<file path="src/rtl/chan_scan_pkg.sv">
// Shared types and constants for the channel-scan sequencer.
// Sized to match the 3-to-8 enable decoder downstream.
package chan_scan_pkg;

  localparam int NUM_CH = 8;
  localparam int CH_W   = 3;

  typedef enum logic [1:0] {
    IDLE,
    ACTIVE,
    GAP
  } state_t;

endpackage

</file>
<file path="src/rtl/chan_scan_seq_if.sv">
// Control and decoder-side bundle for chan_scan_seq.
// The master drives the scan request; the slave drives the decoder pair.
interface chan_scan_seq_if #(
  parameter int DWELL_W = 8
);
  import chan_scan_pkg::*;

  logic               start;
  logic               stop;
  logic               mode;
  logic [DWELL_W-1:0] dwell;
  logic [NUM_CH-1:0]  ch_mask;
  logic [CH_W-1:0]    datain;
  logic               en;
  logic               busy;
  logic               done;

  modport master (
    output start, stop, mode, dwell, ch_mask,
    input  datain, en, busy, done
  );

  modport slave (
    input  start, stop, mode, dwell, ch_mask,
    output datain, en, busy, done
  );

endinterface

</file>
<file path="src/rtl/scan_next_ch.sv">
// Mask search: lowest set channel above cur, and lowest set overall.
// Purely combinational.
module scan_next_ch
  import chan_scan_pkg::*;
(
  input  logic [NUM_CH-1:0] mask,
  input  logic [CH_W-1:0]   cur,
  output logic [CH_W-1:0]   nxt,
  output logic              found,
  output logic [CH_W-1:0]   first
);

  always_comb begin
    nxt   = '0;
    found = 1'b0;
    first = '0;
    // Descending walk: the last hit is the lowest index.
    for (int i = NUM_CH - 1; i >= 0; i--) begin
      if (mask[i]) begin
        first = CH_W'(i);
        if (i > int'(cur)) begin
          nxt   = CH_W'(i);
          found = 1'b1;
        end
      end
    end
  end

endmodule

</file>
<file path="src/rtl/chan_scan_seq.sv">
// Channel-scan sequencer: walks enabled channels with a dwell
// and a one-cycle break-before-make gap, feeding a 3-to-8 decoder.
module chan_scan_seq #(
  parameter int NUM_CH  = 8,
  parameter int DWELL_W = 8
) (
  input  logic            clk,
  input  logic            rst,
  chan_scan_seq_if.slave  bus
);
  import chan_scan_pkg::*;

  state_t             st, st_n;
  logic [DWELL_W-1:0] cnt, cnt_n;
  logic [DWELL_W-1:0] dw, dw_n, dsel;
  logic [NUM_CH-1:0]  mask, mask_n, msel;
  logic               mode_q, mode_n;
  logic [CH_W-1:0]    ch, ch_n;
  logic [CH_W-1:0]    nxt, first;
  logic               found;
  logic               en_q, en_n;
  logic               busy_q, busy_n;
  logic               done_q, done_n;

  assign dsel = (bus.dwell == '0) ? DWELL_W'(1) : bus.dwell;
  // Search the live mask only when choosing the first channel.
  assign msel = (st == IDLE) ? bus.ch_mask : mask;

  scan_next_ch u_next (
    .mask  (msel),
    .cur   (ch),
    .nxt   (nxt),
    .found (found),
    .first (first)
  );

  always_comb begin
    st_n   = st;
    cnt_n  = cnt;
    dw_n   = dw;
    mask_n = mask;
    mode_n = mode_q;
    ch_n   = ch;
    en_n   = 1'b0;
    busy_n = 1'b0;
    done_n = 1'b0;
    unique case (st)
      IDLE: begin
        if (bus.start && !bus.stop &&
            bus.ch_mask != '0) begin
          st_n   = ACTIVE;
          dw_n   = dsel;
          mask_n = bus.ch_mask;
          mode_n = bus.mode;
          ch_n   = first;
          cnt_n  = dsel;
          en_n   = 1'b1;
          busy_n = 1'b1;
        end
      end
      ACTIVE: begin
        if (!bus.stop) begin
          busy_n = 1'b1;
          cnt_n  = cnt - DWELL_W'(1);
          if (cnt <= DWELL_W'(1)) st_n = GAP;
          else                    en_n = 1'b1;
        end else begin
          st_n = IDLE;
        end
      end
      GAP: begin
        if (bus.stop) begin
          st_n = IDLE;
        end else if (found || mode_q) begin
          st_n   = ACTIVE;
          ch_n   = found ? nxt : first;
          cnt_n  = dw;
          en_n   = 1'b1;
          busy_n = 1'b1;
        end else begin
          st_n   = IDLE;
          done_n = 1'b1;
        end
      end
      default: st_n = IDLE;
    endcase
  end

  always_ff @(posedge clk or posedge rst) begin
    if (rst) begin
      st     <= IDLE;
      cnt    <= '0;
      dw     <= '0;
      mask   <= '0;
      mode_q <= 1'b0;
      ch     <= '0;
      en_q   <= 1'b0;
      busy_q <= 1'b0;
      done_q <= 1'b0;
    end else begin
      st     <= st_n;
      cnt    <= cnt_n;
      dw     <= dw_n;
      mask   <= mask_n;
      mode_q <= mode_n;
      ch     <= ch_n;
      en_q   <= en_n;
      busy_q <= busy_n;
      done_q <= done_n;
    end
  end

  assign bus.datain = ch;
  assign bus.en     = en_q;
  assign bus.busy   = busy_q;
  assign bus.done   = done_q;

endmodule

</file>
<file path="src/flat_wrapper.sv">
// flat-port wrapper written by rule: the top's interface ports become plain ports
module chan_scan_seq_flat import chan_scan_pkg::*;
#(
  parameter int NUM_CH  = 8,
  parameter int DWELL_W = 8
)
  (clk, rst, bus_start, bus_stop, bus_mode, bus_dwell, bus_ch_mask, bus_datain, bus_en, bus_busy, bus_done);
  chan_scan_seq_if #(.DWELL_W(DWELL_W)) bus_i ();
  input  logic clk;
  input  logic rst;
  input wire logic [$bits(bus_i.start)-1:0] bus_start;
  input wire logic [$bits(bus_i.stop)-1:0] bus_stop;
  input wire logic [$bits(bus_i.mode)-1:0] bus_mode;
  input wire logic [$bits(bus_i.dwell)-1:0] bus_dwell;
  input wire logic [$bits(bus_i.ch_mask)-1:0] bus_ch_mask;
  output wire logic [$bits(bus_i.datain)-1:0] bus_datain;
  output wire logic [$bits(bus_i.en)-1:0] bus_en;
  output wire logic [$bits(bus_i.busy)-1:0] bus_busy;
  output wire logic [$bits(bus_i.done)-1:0] bus_done;
  assign bus_i.start = bus_start;
  assign bus_i.stop = bus_stop;
  assign bus_i.mode = bus_mode;
  assign bus_i.dwell = bus_dwell;
  assign bus_i.ch_mask = bus_ch_mask;
  assign bus_datain = bus_i.datain;
  assign bus_en = bus_i.en;
  assign bus_busy = bus_i.busy;
  assign bus_done = bus_i.done;
  chan_scan_seq #(.NUM_CH(NUM_CH), .DWELL_W(DWELL_W)) u_core (.clk(clk), .rst(rst), .bus(bus_i));
endmodule
</file>
<file path="config.mk">
export PLATFORM = sky130hd
export DESIGN_NAME = chan_scan_seq_flat
export DESIGN_NICKNAME = d
export VERILOG_FILES = /design/src/rtl/chan_scan_pkg.sv /design/src/rtl/chan_scan_seq_if.sv /design/src/rtl/scan_next_ch.sv /design/src/rtl/chan_scan_seq.sv /design/src/flat_wrapper.sv
export SDC_FILE = /design/constraint.sdc
export NUM_CORES = 1
export LEC_CHECK = 0
export CAP_MARGIN = 0
export CELL_PAD_IN_SITES_DETAIL_PLACEMENT = 2
export CELL_PAD_IN_SITES_GLOBAL_PLACEMENT = 2
export CORE_MARGIN = 2
export CORE_UTILIZATION = 32
export DETAILED_ROUTE_END_ITERATION = 8
export GPL_TIMING_DRIVEN = 1
export PLACE_DENSITY_LB_ADDON = 0.1
export SYNTH_ARGS = -nofsm -noshare
export SYNTH_HDL_FRONTEND = slang
export SYNTH_HIERARCHICAL = 1
export SYNTH_SLANG_ARGS = --single-unit
</file>
<file path="constraint.sdc">
create_clock -name clk -period 3 [get_ports clk]
set_clock_uncertainty 0.1 [all_clocks]
set_input_delay 0.45 -clock clk [delete_from_list [all_inputs] [get_ports clk]]
set_output_delay 0.45 -clock clk [all_outputs]
set_load 0.02 [all_outputs]
</file>
Yosys cells after proc, flatten, opt, wreduce, memory -nomap -nowiden
Cells that the tools add are included.

Output and inout bits: 6. Register bits: 33.

Eq/ne operators: 7. $lt $le $gt $ge: 8. Add/sub/neg operators: 1. Reduce and logical (&&, ||, !) cells: 13. Mux-type cells: 65.

Operators by type and width (number): 3-bit two-way mux (26); 8-bit two-way mux (6); 1-bit two-way mux (24); 8-bit case mux with 3 select lines (1); 3-bit greater-than comparator (first input constant) (4); 8-bit by 1-bit less-or-equal comparator with 1-bit output (second input constant) (1); 8-bit logical NOT (1); 2-bit two-way mux (4); 8-bit nonzero test (1); 8-bit by 1-bit subtractor with 8-bit output (second input constant) (1); 2-bit by 3-bit greater-than comparator with 1-bit output (first input constant) (2); 2-bit != test (second input constant) (3); 1-bit case mux with 3 select lines (2); 2-bit case mux with 3 select lines (1); 3-bit case mux with 2 select lines (1); 5-bit AND reduction (1); 2-bit AND reduction (2); 4-bit AND reduction (1); 1-bit by 3-bit greater-than comparator with 1-bit output (first input constant) (1); 3-bit by 2-bit != test with 1-bit output (second input constant) (1); 3-bit nonzero test (1); 2-bit by 1-bit == test with 1-bit output (second input constant) (1); 2-bit == test (second input constant) (1); 1-bit logical AND (2); other kinds (5) (5).

Logic depth before layout (Yosys ltp)
Depth after elaboration: 19. Gate-level depth with buffers: 13. Gate-level depth less buffers: 12.

Cells and area by module
Netlist, hierarchy kept.

Modules (own cells, without submodules): chan_scan_seq (cells each 163, area an instance 1884.3 sq um, instances 1); scan_next_ch (cells each 38, area an instance 220.2 sq um, instances 1).

Worst setup path before layout
No wires, ideal clock.

Kind: register to register. Start: reg u_core.st[0]. End: reg u_core.ch[0] (netlist: u_core/bus.datain[0]). Library setup time: 0.125 ns. Buffers on the path: 1. Path slack: -0.109 ns. Period minus slack after synthesis: 3.109 ns. Arrival time: 2.884 ns. Required time: 2.775 ns. Cell stages (with the launch flop): 14. Path through: dfrtp_1 > inv_1 > ha_1 > buf_1 > mux2_2 > nor2b_1 > o21bai_1 > a21oi_1 > nand3b_1 > nor2_1 > or3b_2 > o21ai_0 > nor2b_2 > mux2_4.

Elaborated cells on any way between the ends: 48. Classes of those cells: eq/ne (4); mux (40); reduce/logical (4).

RTL lines: start: declaration (line chan_scan_seq.sv:13) `state_t st, st_n;`; start signal: assignment (line chan_scan_seq.sv:101) `st <= st_n;`; 2-bit logical NOT * (line chan_scan_seq.sv:27) `assign msel = (st == IDLE) ? bus.ch_mask : mask;`; 8-bit two-way mux * (line chan_scan_seq.sv:27); net u_core.msel[1] (line chan_scan_seq.sv:16) `logic [NUM_CH-1:0] mask, mask_n, msel;`; 1-bit two-way mux * (line scan_next_ch.sv:19) `if (mask[i]) begin`; net u_core.found (line chan_scan_seq.sv:20) `logic found;`; 3-bit two-way mux (line chan_scan_seq.sv:76) `ch_n = found ? nxt : first;`; 3-bit two-way mux (line chan_scan_seq.sv:74) `end else if (found || mode_q) begin`; 3-bit two-way mux (line chan_scan_seq.sv:72) `if (bus.stop) begin`; 3-bit case mux with 2 select lines (line chan_scan_seq.sv:47) `unique case (st)`; end signal: assignment (line chan_scan_seq.sv:106) `ch <= ch_n;`; end: declaration (line chan_scan_seq.sv:18) `logic [CH_W-1:0] ch, ch_n;`.

Mark *: on every way through the listed nets, which the timed path passes. The rest lies on a longest branch. The select of a mux whose other input is x is not followed. A chain may end at the register's enable or synchronous reset.

Worst setup path after layout
Start: reg u_core.st[0]. End: reg u_core.ch[0] (netlist: u_core/bus.datain[0]).

Elaborated cells on any way between the ends: 48. Classes of those cells: eq/ne (4); mux (40); reduce/logical (4).

RTL lines: 2-bit logical NOT * (line chan_scan_seq.sv:27); 8-bit two-way mux * (line chan_scan_seq.sv:27); net u_core.msel[2] (line chan_scan_seq.sv:16); 1-bit two-way mux * (line scan_next_ch.sv:19); 1-bit two-way mux (line scan_next_ch.sv:21) `if (i > int'(cur)) begin`; 1-bit two-way mux * (line scan_next_ch.sv:19); net u_core.found (line chan_scan_seq.sv:20); 3-bit two-way mux (line chan_scan_seq.sv:76); 3-bit two-way mux (line chan_scan_seq.sv:74); 3-bit two-way mux (line chan_scan_seq.sv:72); 3-bit case mux with 2 select lines (line chan_scan_seq.sv:47).

Marks and branches as above.

==> results <==
-- report_power, final --
group / total (mW) / switching [mW] / internal (mW)
clock: 0.443 / 0.172 / 0.271
sequential: 0.846 / 0.192 / 0.654
combinational: 1.60 / 0.800 / 0.797
-- cell families (layout without fill, tap and decap cells) --
group                      count (synthesis)  after routing  share of synthesized area
adders and majority gates                  6              6                     0.0357
DFF                                       33             33                      0.392
buffers and inverters                     20             63                     0.0476
xor gates and xnor gates                   5              5                     0.0208
AOI/OAI and AO/OA                         51             51                      0.177
muxes                                     32             32                      0.177
and+or+nand+nor                           54             54                      0.150
-- how the worst max path moves through the flow --
| stage | from | to | slack (ns) | cells past startpoint |
|---|---|---|---|---|
| 4_1_cts | u_core/st[0] | u_core/bus.datain[1] | 0.02 | 12 |
| 2_1_floorplan | u_core/st[0] | u_core/bus.datain[0] | 0.04 | 13 |
| 5_1_grt | u_core/st[0] | u_core/cnt[0] | 0.0003 | 10 |
| 3_5_place_dp | bus_ch_mask[1] | u_core/bus.datain[1] | -0.09 | 11 |
| 3_3_place_gp | bus_ch_mask[1] | u_core/bus.datain[2] | -0.02 | 11 |
| 6_report | u_core/st[0] | u_core/bus.datain[0] | 0.18 | 12 |
-- layer usage --
metal	global-route usage	wire length, um	part of all wire	up-vias
met2	0.337	3230	0.54	14
li1	-	-	-	817
met4	0.0823	124	0.021	0
met5	0	0	0	-
met3	0.0370	136	0.023	10
met1	0.201	2540	0.42	886
-- layout by cell type (no fill, tap or decap), types with 2 or more instances in the layout --
cell and count:
nor2_1 15, o31ai_1 5, dfrtp_1 33, a21o_1 2, inv_1 12, clkbuf_8 6
nor3_1 4, nand2b_1 3, o21ai_0 5, mux2_4 3, clkdlybuf4s50_1 26, mux2_2 18
xor2_1 5, nor2b_1 5, a21oi_1 13, a211oi_1 2, nand2_1 10, ha_1 5
a221oi_1 6, o21ai_1 2, o21bai_1 3, or4_1 4, buf_4 17, mux2_1 11
-- area by class of cell --
class,instances,area (sq um),area share
clock inverters,1,30.0,0.0113
flip-flops and latches,33,826,0.310
repair buffers,43,388,0.146
inverters,12,45.0,0.0169
well taps,77,96.3,0.0362
clock buffers,7,86.3,0.0324
multi-input cells,148,1190,0.447
-- critical path: stages (launching register included) --
cell	delay [ns]
dfrtp_1	0.38
inv_1	0.10
ha_2	0.25
buf_4	0.15
mux2_2	0.17
o21bai_1	0.07
a21oi_1	0.19
nand3b_1	0.16
nor2_1	0.07
or3b_2	0.45
o21ai_0	0.09
nor2b_4	0.22
mux2_4	0.31
-- what timing repair did --
item	in CTS	in global routing
endpoints found under the setup margin	0	10
resized for setup	0	3
buffers inserted	0	0
endpoints found under the hold margin	0	0
-- registers in the layout (all words and copies together), names as in the netlist --
register,flops
u_core/mask,8
u_core/bus.en,1
u_core/bus.busy,1
u_core/dw,8
u_core/cnt,8
u_core/bus.done,1
u_core/st,2
u_core/bus.datain,3
u_core/mode_q,1
-- metrics by stage --
| stage | worst slack, ns | TNS, ns |
|---|---|---|
| 2_1_floorplan | 0.0401 | 0 |
| 3_3_place_gp | -0.0236 | -0.0703 |
| 3_5_place_dp | -0.0854 | -0.255 |
| 4_1_cts | 0.0210 | 0 |
| 5_1_grt | 0.000286 | 0 |
| 6_report | 0.178 | 0 |
==> impl_metrics.toml <==
[status]
status = "completed"

[worst_hold_path]
hold_path_end = "u_core/mask[0]"
hold_depth = 1
hold_path_startpoint = "u_core/mask[0]"
hp-class = "flip-flop to flip-flop"

[floorplanning]
die_area_sq_um = 7240
io_pins = 27
core_sq_um = 6350
die_h_um = 85.1
die_x_um = 85.1
num_rows = 29
initial_core_util = 0.331

[cells_and_area]
area.growth.synth_to_final_pct = 26.5
final_core_util = 0.419
finalNetCount = 270
stdcell_count = 321
drive_gt1_frac = 0.242
fill_cells = 665
diodes = 0
finalInstanceArea_sq_um = 2660

[clock_network]
cts_tree = "yes"
numCtsBuffers = 5
path_clk_slew_ns = 0.07
cts.sinks = 33
hold_buffers = 0
clk_path_buf_depth = 2
root_buffer = "clkbuf_8"
htree_levels = 2
insertion_delay_ns = 0.30

[worst_setup_path]
timing.rr.end = "u_core/bus.datain[0]"
r2r_slack_ns = 0.18
critical_path_class = "flip-flop to flip-flop"
crit_path_max_fanout = 5
cp-start-kind = "flip-flop"
critPathCaptureType = "flip-flop"
r2r_cells = 12
cp_data_required_time_ns = 3.08
r2r_start = "u_core/st[0]"
arrival_ns = 2.90

[sta]
worst_pin_slew_ns = 0.447
hold_viol = 0
grt_setup_unrepaired = "false"
min_period_ns = 2.82
hold_ws_ns = 0.391
finalMaxSlewViolations = 0
max-slew-margin-rel = 0.702
setup_viol = 0
fin_crit_sh = 0.941
fmax_ghz = 0.354

[logic_synthesis]
synth_ff_type = "dfrtp_1"
synth-edff-count = 0
yosys.area.top_type_share = 0.392
synth_area_sq_um = 2100
ys_ff_latch = 33
synth.area.top_cells = "dfrtp_1, mux2_2, mux2_1"
synthDistinctLibCells = 51
seq_area_frac_synth = 0.392
synth_fp_nets = 228
synth_top_cell_by_area = "dfrtp_1"
synthArstFlopShare = 1.00
netlist_instances = 201
yosysWarnings = 6
postSynthAreaPerCell_sq_um = 10.5
synth_common_cells = "dfrtp_1, mux2_2, nor2_1, a21oi_1, inv_1"
yosysMostFrequentCell = "dfrtp_1"

[detailed_routing]
vias = 1727
antenna_left = 0
drc_errors = 0
drt_iter0_markers = 27
wire_per_inst_um = 18.8
first_pass_iters = 4
routed_wl_mm = 6.03
viasPerCell = 5.38

[power_and_ir_drop]
leakage_nw = 1.16
power_mw = 2.88
power_density_nw_per_um2 = 1080
ir_drop_uv = 385

[global_routing]
track_usage = 0.183
antenna_found_initial = 0
grt.overflow.total = 0
grt_max_degree = 34
grt_pass1_vias = 2031
grt_pass1_wl_mm = 10.3

[place]
hpwlAfterDp_mm = 4.60
placed_cells = 313
gp_congestion = 0.906
numPortBuffers = 26
dpl_cell_area_sq_um = 2530

[flow_run]
cap_violations = 0
Note: power is estimated with default switching activity, not from simulation.
